<file path="config.mk">
export PLATFORM = sky130hd
export DESIGN_NAME = csa_sbox_stage_flat
export DESIGN_NICKNAME = d
export VERILOG_FILES = /design/src/rtl/csa_pkg.sv /design/src/rtl/csa_sbox_stage_if.sv /design/src/rtl/csa_sbox_tap.sv /design/src/rtl/csa_sbox_stage.sv /design/src/flat_wrapper.sv
export SDC_FILE = /design/constraint.sdc
export NUM_CORES = 1
export LEC_CHECK = 0
export CORE_ASPECT_RATIO = 0.6
export CORE_MARGIN = 2
export CORE_UTILIZATION = 50
export DETAILED_ROUTE_END_ITERATION = 10
export PLACE_DENSITY_LB_ADDON = 0.3
export SETUP_SLACK_MARGIN = 0.1
export SYNTH_ARGS = -nofsm -noshare
export SYNTH_HDL_FRONTEND = slang
export SYNTH_SLANG_ARGS = --single-unit
</file>
<file path="constraint.sdc">
create_clock -name clk -period 2.82 [get_ports clk]
set_clock_uncertainty 0.05 [all_clocks]
set_input_delay 0.282 -clock clk [delete_from_list [all_inputs] [get_ports clk]]
set_output_delay 0.282 -clock clk [all_outputs]
set_load 0.05 [all_outputs]
</file>
<file path="src/rtl/csa_pkg.sv">
// csa_pkg: shared constants and types for the CSA S-box stage.
//   SBOX_IN_W / SBOX_OUT_W : S-box input/output widths (5 in, 2 out)
//   SBOX_TAP               : per-S-box bit indices into register A, listed MSB first
//   SBOX_LUT               : CSA S-box truth tables sbox1..sbox7, indexed by 5-bit input
//   csa_xyz_t              : packed result {x, y, z, p, q}, 14 bits
package csa_pkg;

    localparam int unsigned SBOX_IN_W  = 5;
    localparam int unsigned SBOX_OUT_W = 2;
    localparam int unsigned N_SBOX     = 7;
    localparam int unsigned A_W        = 40;

    typedef struct packed {
        logic [3:0] x;
        logic [3:0] y;
        logic [3:0] z;
        logic       p;
        logic       q;
    } csa_xyz_t;

    // Row n holds the taps of sbox(n+1); column 0 feeds input bit 4.
    localparam int unsigned SBOX_TAP [N_SBOX][SBOX_IN_W] = '{
        '{12,  2, 21, 27, 32},
        '{ 5, 10, 23, 24, 33},
        '{ 3,  4, 17, 19, 22},
        '{11,  1,  7, 14, 28},
        '{18, 15, 20, 29, 34},
        '{ 9, 13, 16, 26, 35},
        '{ 6,  8, 25, 30, 31}
    };

    localparam int unsigned SBOX_LUT [N_SBOX][32] = '{
        '{2,0,1,1,2,3,3,0, 3,2,2,0,1,1,0,3, 0,3,3,0,2,2,1,1, 2,2,0,3,1,1,3,0},
        '{3,1,0,2,2,3,3,0, 1,3,2,1,0,0,1,2, 3,1,0,3,3,2,0,2, 0,0,1,2,2,1,3,1},
        '{2,0,1,2,2,3,3,1, 1,1,0,3,3,0,2,0, 1,3,0,1,3,0,2,2, 2,0,1,2,0,3,3,1},
        '{3,1,2,3,0,2,1,2, 1,2,0,1,3,0,0,3, 1,0,3,1,2,3,0,3, 0,3,2,0,1,2,2,1},
        '{2,0,0,1,3,2,3,2, 0,1,3,3,1,0,2,1, 2,3,2,0,0,3,1,1, 1,0,3,2,3,1,0,2},
        '{0,1,2,3,1,2,2,0, 0,1,3,0,2,3,1,3, 2,3,0,2,3,0,1,1, 2,1,1,2,0,3,3,0},
        '{0,3,2,2,3,0,0,1, 3,0,1,3,1,2,2,1, 1,0,3,3,0,1,1,2, 2,3,1,0,2,3,0,2}
    };

endpackage

</file>
<file path="src/rtl/csa_sbox_stage_if.sv">
// csa_sbox_stage_if: handshake bundle of the CSA S-box stage.
//   in_valid/in_ready/a_in           : upstream side, 40-bit register A snapshot
//   out_valid/out_ready/x/y/z/p/q    : downstream side, combined S-box result
//   modport slave  : the stage
//   modport master : the environment driving and consuming the stage
interface csa_sbox_stage_if;

    logic        in_valid;
    logic        in_ready;
    logic [39:0] a_in;
    logic        out_valid;
    logic        out_ready;
    logic [3:0]  x;
    logic [3:0]  y;
    logic [3:0]  z;
    logic        p;
    logic        q;

    modport slave (
        input  in_valid, a_in, out_ready,
        output in_ready, out_valid, x, y, z, p, q
    );

    modport master (
        output in_valid, a_in, out_ready,
        input  in_ready, out_valid, x, y, z, p, q
    );

endinterface

</file>
<file path="src/rtl/csa_sbox_tap.sv">
// csa_sbox_tap: combinational tap/S-box/combine block.
//   i_a   : 40-bit register A (bits 0 and 39:36 are not tapped)
//   o_res : {x, y, z, p, q} built from the 14 S-box output bits
module csa_sbox_tap
    import csa_pkg::*;
(
    input  logic [A_W-1:0] i_a,
    output csa_xyz_t       o_res
);

    logic [SBOX_IN_W-1:0]  w_sin  [N_SBOX];
    logic [SBOX_OUT_W-1:0] w_sout [N_SBOX];
    logic                  w_unused;

    for (genvar n = 0; n < N_SBOX; n++) begin : g_sbox
        for (genvar b = 0; b < SBOX_IN_W; b++) begin : g_tap
            // Tap table is MSB first, so column b drives bit (4 - b).
            assign w_sin[n][SBOX_IN_W-1-b] = i_a[SBOX_TAP[n][b]];
        end
        assign w_sout[n] = SBOX_OUT_W'(SBOX_LUT[n][w_sin[n]]);
    end

    assign o_res.x = {w_sout[3][0], w_sout[2][0], w_sout[1][1], w_sout[0][1]};
    assign o_res.y = {w_sout[5][0], w_sout[4][0], w_sout[3][1], w_sout[2][1]};
    assign o_res.z = {w_sout[1][0], w_sout[0][0], w_sout[5][1], w_sout[4][1]};
    assign o_res.p = w_sout[6][1];
    assign o_res.q = w_sout[6][0];

    assign w_unused = ^{i_a[39:36], i_a[0]};

endmodule

</file>
<file path="src/rtl/csa_sbox_stage.sv">
// csa_sbox_stage: registered CSA S-box tap-and-combine stage with valid/ready.
//   clk : clock, rising edge
//   rst : asynchronous active-high reset (outputs and out_valid cleared)
//   clr : synchronous flush, wins over any same-cycle transfer
//   bus : csa_sbox_stage_if.slave (a_in in, x/y/z/p/q out, handshakes)
// Build option CSA_SBOX_SKID_EN: 2-entry skid buffer with registered in_ready;
// otherwise a single output register with in_ready = !out_valid || out_ready.
module csa_sbox_stage
    import csa_pkg::*;
(
    input  logic            clk,
    input  logic            rst,
    input  logic            clr,
    csa_sbox_stage_if.slave bus
);

    csa_xyz_t w_res;
    csa_xyz_t w_head;

    csa_sbox_tap u_tap (
        .i_a   (bus.a_in),
        .o_res (w_res)
    );

`ifdef CSA_SBOX_SKID_EN
    csa_xyz_t   r_mem [2];
    logic       r_rd_ptr;
    logic       r_wr_ptr;
    logic [1:0] r_count;
    logic       r_in_ready;
    logic [1:0] w_count_nxt;
    logic       w_in_fire;
    logic       w_out_fire;

    assign w_in_fire  = bus.in_valid && r_in_ready && !clr;
    assign w_out_fire = (r_count != 2'd0) && bus.out_ready && !clr;

    always_comb begin
        w_count_nxt = r_count;
        if (w_in_fire && !w_out_fire) begin
            w_count_nxt = r_count + 2'd1;
        end else if (!w_in_fire && w_out_fire) begin
            w_count_nxt = r_count - 2'd1;
        end
    end

    // in_ready is computed from the next count so it is a pure register output.
    always_ff @(posedge clk or posedge rst) begin
        if (rst) begin
            r_mem[0]   <= '0;
            r_mem[1]   <= '0;
            r_rd_ptr   <= 1'b0;
            r_wr_ptr   <= 1'b0;
            r_count    <= '0;
            r_in_ready <= 1'b1;
        end else if (clr) begin
            r_rd_ptr   <= 1'b0;
            r_wr_ptr   <= 1'b0;
            r_count    <= '0;
            r_in_ready <= 1'b1;
        end else begin
            if (w_in_fire) begin
                r_mem[r_wr_ptr] <= w_res;
                r_wr_ptr        <= !r_wr_ptr;
            end
            if (w_out_fire) begin
                r_rd_ptr <= !r_rd_ptr;
            end
            r_count    <= w_count_nxt;
            r_in_ready <= (w_count_nxt != 2'd2);
        end
    end

    assign bus.in_ready  = r_in_ready;
    assign bus.out_valid = (r_count != 2'd0);
    assign w_head        = r_mem[r_rd_ptr];
`else
    csa_xyz_t r_data;
    logic     r_valid;

    assign bus.in_ready = !r_valid || bus.out_ready;

    always_ff @(posedge clk or posedge rst) begin
        if (rst) begin
            r_valid <= 1'b0;
            r_data  <= '0;
        end else if (clr) begin
            r_valid <= 1'b0;
        end else if (bus.in_ready) begin
            r_valid <= bus.in_valid;
            if (bus.in_valid) begin
                r_data <= w_res;
            end
        end
    end

    assign bus.out_valid = r_valid;
    assign w_head        = r_data;
`endif

    assign bus.x = w_head.x;
    assign bus.y = w_head.y;
    assign bus.z = w_head.z;
    assign bus.p = w_head.p;
    assign bus.q = w_head.q;

endmodule

</file>
<file path="src/flat_wrapper.sv">
// flat-port wrapper written by rule: the top's interface ports become plain ports
module csa_sbox_stage_flat import csa_pkg::*;
  (clk, rst, clr, bus_in_valid, bus_a_in, bus_out_ready, bus_in_ready, bus_out_valid, bus_x, bus_y, bus_z, bus_p, bus_q);
  csa_sbox_stage_if bus_i ();
  input  logic clk;
  input  logic rst;
  input  logic clr;
  input wire logic [$bits(bus_i.in_valid)-1:0] bus_in_valid;
  input wire logic [$bits(bus_i.a_in)-1:0] bus_a_in;
  input wire logic [$bits(bus_i.out_ready)-1:0] bus_out_ready;
  output wire logic [$bits(bus_i.in_ready)-1:0] bus_in_ready;
  output wire logic [$bits(bus_i.out_valid)-1:0] bus_out_valid;
  output wire logic [$bits(bus_i.x)-1:0] bus_x;
  output wire logic [$bits(bus_i.y)-1:0] bus_y;
  output wire logic [$bits(bus_i.z)-1:0] bus_z;
  output wire logic [$bits(bus_i.p)-1:0] bus_p;
  output wire logic [$bits(bus_i.q)-1:0] bus_q;
  assign bus_i.in_valid = bus_in_valid;
  assign bus_i.a_in = bus_a_in;
  assign bus_i.out_ready = bus_out_ready;
  assign bus_in_ready = bus_i.in_ready;
  assign bus_out_valid = bus_i.out_valid;
  assign bus_x = bus_i.x;
  assign bus_y = bus_i.y;
  assign bus_z = bus_i.z;
  assign bus_p = bus_i.p;
  assign bus_q = bus_i.q;
  csa_sbox_stage u_core (.clk(clk), .rst(rst), .clr(clr), .bus(bus_i));
endmodule
</file>
## Word level (Yosys, flattened, before mapping)

Memories as Yosys holds them, arrays and structs flattened. A register that Yosys moved wholly into a read port is not among the register bits.
Index checks and enable logic that the tools add are counted.

- Register bits after elaboration: 1
- Bits in read-only memories: 7,168
- Bits of input ports: 45
- Output and inout port bits: 16
- Word-level logic and storage cells: 22
- Memories: 7

- Mux-type cells: 2
- Bitwise logic cells: 8
- Reduce and logical (&&, ||, !) cells: 4

Memory list:

| memory | depth | width | read ports | clocked after Yosys merged registers in | write ports | RTL line | text |
|---|---|---|---|---|---|---|---|
| (no name shown) | 32 | 32 | 1 | 1 | 0 | csa_sbox_tap.sv:20 | `assign w_sout[n] = SBOX_OUT_W'(SBOX_LUT[n][w_sin[n]]);` |
| (no name shown) | 32 | 32 | 1 | 1 | 0 | csa_sbox_tap.sv:20 |  |
| (no name shown) | 32 | 32 | 1 | 1 | 0 | csa_sbox_tap.sv:20 |  |
| (no name shown) | 32 | 32 | 1 | 1 | 0 | csa_sbox_tap.sv:20 |  |
| (no name shown) | 32 | 32 | 1 | 1 | 0 | csa_sbox_tap.sv:20 |  |
| (no name shown) | 32 | 32 | 1 | 1 | 0 | csa_sbox_tap.sv:20 |  |
| 1 more memories | -- | -- | -- | -- | -- | -- |  |

Operators with widths:

| cell | number |
|---|---|
| $not 5->6 | 7 |
| $reduce_and 3->1 | 1 |
| $mux 1 | 2 |
| $reduce_bool 2->1 | 1 |
| $logic_not 1->1 | 1 |
| $logic_or 1x1->1 | 1 |
| $not 1->1 | 1 |

## Longest topological paths before layout

- Depth after elaboration: 4
- Gate-level depth with buffers: 6
- Mapped depth without buffers: 6

## Modules after synthesis

A second synthesis with hierarchy kept.

- Cell total of the unflattened synthesis: 198
- Area total of the unflattened synthesis: 1,856.8 um2

By module, submodules not included:

| module | instances | cells each | area an instance (um2) |
|---|---|---|---|
| csa_sbox_tap | 1 | 162 | 1,265.0 |
| csa_sbox_stage | 1 | 36 | 591.8 |

## Worst setup path after synthesis

OpenSTA, ideal clock, no wires.

- Path kind: register to register
- Start: register u_core.r_valid, in the netlist u_core.bus.out_valid
- End: register u_core.r_data (netlist bit u_core.bus.z[3])
- Data arrival time: 1,731 ps
- Required time: 2,649 ps
- Slack: 918 ps
- Stages on the path, launching flop included: 7
- Clock period less this slack: 1,902 ps
- Path through: dfrtp_1 > nor2b_1 > inv_1 > nand3b_1 > buf_2 > a21oi_1 > a22o_1

- Longest elaborated chain between the ends: 3

RTL lines:

| what | RTL line | text |
|---|---|---|
| start: declaration | csa_sbox_stage.sv:79 | `logic r_valid;` |
| start signal: assignment | csa_sbox_stage.sv:90 | `r_valid <= bus.in_valid;` |
| $logic_not 1->1 | csa_sbox_stage.sv:81 | `assign bus.in_ready = !r_valid \|\| bus.out_ready;` |
| $logic_or 1x1->1 | csa_sbox_stage.sv:81 |  |
| via bus_in_ready | flat_wrapper.sv:11 | `output wire logic [$bits(bus_i.in_ready)-1:0] bus_in_ready;` |
| $reduce_and 3->1 (no source line) | -- |  |
| end signal: assignment | csa_sbox_stage.sv:92 | `r_data <= w_res;` |
| end: declaration | csa_sbox_stage.sv:78 | `csa_xyz_t r_data;` |

The timed path passes the listed nets, and every way through them passes these cells.
A chain may end at the register's enable or synchronous reset.

## Worst setup path after layout

- Start: input bus_out_ready
- End: output bus_in_ready

- Longest elaborated chain between the ends: 1

RTL lines:

| what | RTL line | text |
|---|---|---|
| start: declaration | flat_wrapper.sv:10 | `input wire logic [$bits(bus_i.out_ready)-1:0] bus_out_ready;` |
| $logic_or 1x1->1 | csa_sbox_stage.sv:81 |  |
| end: declaration | flat_wrapper.sv:11 |  |

Every way passes these cells.

==> metrics <==
status=complete, no violations; Vias=1521; CP dominant cell by count=clkdlybuf4s50_1; met2 Use GR=30.4%; synth warn=0; total negative slack=0 ps; pin count of the biggest net entering global routing=16; dominant cells by area after synthesis=ha_1 (23%), dfrtp_1 (20%), mux4_2 (9.7%); hold crit path type=input port to async pin; syn nets=273; min cycle time layout=2100 ps; site row count=17; max cap viols=0; Filler cells=306; FF-to-FF End=u_core.bus.x[3]; Root Driver=clkbuf_8; crit-path cells=clkdlybuf4s50_1 -> nor2b_1 -> inv_1 -> clkdlybuf4s50_1; n_diodes=0; core footprint=3590 µm²; Syn Area/Cell=9.53 µm²; HPWL after DPL=3.03 mm; Lkg Pwr=1.11 nW; Synth cell types=44; routability congestion estimate=0.831; Async SR Flop Fraction=100%; cts hold-fix bufs=0; R2R depth=5; achievable frequency=476 MHz; Post-CTS Setup Inserts=0; final net count=328; Gate Count Post-Synth=194; Worst Hold Margin=352 ps; first-pass GRT wire length=6.13 mm; most numerous cell in the Yosys netlist=ha_1; Worst EP required=2490 ps; Remaining DRCs=0; Post-CTS Resized=0; clock buffer count from CTS=3; Seq/Total Area, Yosys=20.3%; CTS clk-pin slew, worst paths=60 ps; Final Hold Vio Count=0; P&R area growth vs syn=33.1%; fin crit share=74.4%; final slew viol count=0; Final Setup Violations=0; CTS tree=built; port bufs=55; clock latency on the worst-skew pair=250 ps; startpoint types=input port; Worst setup EP type=primary output; slowest CP cell=clkdlybuf4s50_1; Die Y=51.1 µm; Via density=5.16; leading area contributor after synthesis=ha_1; ys flop type=dfrtp_1; Post-DRT Antenna Nets=0; FF-to-FF setup slack=1230 ps; total track usage=18.6%; die area=4210 µm²; Post-Route WL=3.75 mm; grt ovf=0; M3 GR Usage=2.65%; first drt pass iteration count=4; antenna violations before repair=0; DR WL/cell=12.7 µm; PwrDens=389 nW/µm²; synthesized cell area=1850 µm²; Arr. time, crit path=1770 ps; top post-synthesis cells by count=ha_1 (34), inv_1 (23), dfrtp_1 (15), nand2_1 (14); Synth Register Bits=15; slowest stage delay, CP=710 ps; relative slew slack=59.7%; vias in the first global route=1411; GRT Max-Usage Layer=met2; VDD IR max=0.000228 V; Initial DRC Count=40; clock sink count=15; I/O Pins=61; Critical Path Fanout Max=3; worst-margin pin slew=604 ps; GR Layer Usage met1=26.4%; clk buf depth=2; fraction of layout cells with a size suffix above 1=8.47%; Starting Density=51.4%; RSZ-0062 raised after global routing=false; reg2reg start=u_core.bus.out_valid; top-area cell type share of the netlist area=23.0%; CP Class=input port to primary output; Post-synth EDFFs=0; H-tree depth=1; die width=82.5 µm
-- flip-flops by register name, summed over array words and instances, names as in the netlist --
signal	cells
u_core.bus.out_valid	1
u_core.bus.y	4
u_core.bus.z	4
u_core.bus.p	1
u_core.bus.x	4
u_core.bus.q	1
-- area by class of cell --
cell class / instances / area, µm² / area share, %
timing repair buffer: 56 / 558 / 22.7
tap: 47 / 58.8 / 2.39
sequential: 15 / 375 / 15.3
clock buffer: 4 / 45.0 / 1.83
inverter: 23 / 86.3 / 3.51
multi-input combinational: 150 / 1340 / 54.3
-- layout by cell type (no fill, tap or decap), types with 2 or more instances in the layout --
cell	n
o211ai_1	3
mux2i_1	10
a31oi_1	3
inv_1	23
a21oi_1	10
a211oi_1	2
mux2_2	2
nor2_1	8
nand2b_1	4
o21ai_0	10
mux2_4	3
ha_1	34
nand3b_1	2
o31ai_1	2
clkdlybuf4s50_1	55
nand2_1	14
nor2b_1	6
o22ai_1	2
mux4_2	8
o21ai_1	2
clkbuf_8	3
a221oi_1	3
dfrtp_1	15
xnor2_1	4
-- report_power, final --
part	switching, mW	internal [mW]	leakage, nW
combinational	0.287	0.217	0.909
clock	0.0767	0.100	0.0228
sequential	0.0217	0.255	0.182
-- worst max-delay path by stage --
stage	startpoint	end	slack (ps)
after floorplan	u_core.bus.out_valid	u_core.bus.z[3]	920
after global placement	bus_a_in[24]	u_core.bus.z[3]	520
after detailed placement	bus_a_in[24]	u_core.bus.z[3]	490
after CTS	bus_out_ready	bus_in_ready	710
after global routing	bus_a_in[27]	u_core.bus.x[0]	610
final	bus_out_ready	bus_in_ready	720
-- worst max-delay path: cells and delay by family --
kind / cells / cell delay, ps
buffers and inverters: 3 / 1220
AND/OR/NAND/NOR: 1 / 260
-- metal layers --
metal | routed length, µm | share of wire, %
met5 | 0 | 0
met2 | 1670 | 45
met4 | 22 | 0.59
met3 | 136 | 3.6
met1 | 1920 | 51
-- metrics by stage --
| step | area, µm² | power [mW] | std cells | util, % | setup slack, ps |
|---|---|---|---|---|---|
| 6_report | 2460 | 0.957 | 295 | 68.4 | 721 |
| 5_1_grt | 2460 | 1.02 | 295 | 68.4 | 611 |
| 4_1_cts | 2460 | 0.964 | 295 | 68.4 | 713 |
| 3_5_place_dp | 2410 | 0.785 | 291 | 67.2 | 489 |
| 3_3_place_gp | 2410 | 0.778 | 291 | 67.2 | 522 |
| 2_1_floorplan | 1850 | 0.595 | 194 | - | 918 |
-- cells by family (layout without fill, tap and decap cells) --
logic type	count (synthesis)	in the layout	share of synthesized area [%]
DFF	15	15	20.3
xor gates and xnor gates	5	5	2.37
and+or+nand+nor	43	43	12.3
muxes	24	24	19.4
adders and majority gates	34	34	23.0
buffers and inverters	29	83	7.38
AOI/OAI and AO/OA	44	44	15.2
Note: power is estimated with default switching activity, not from simulation.
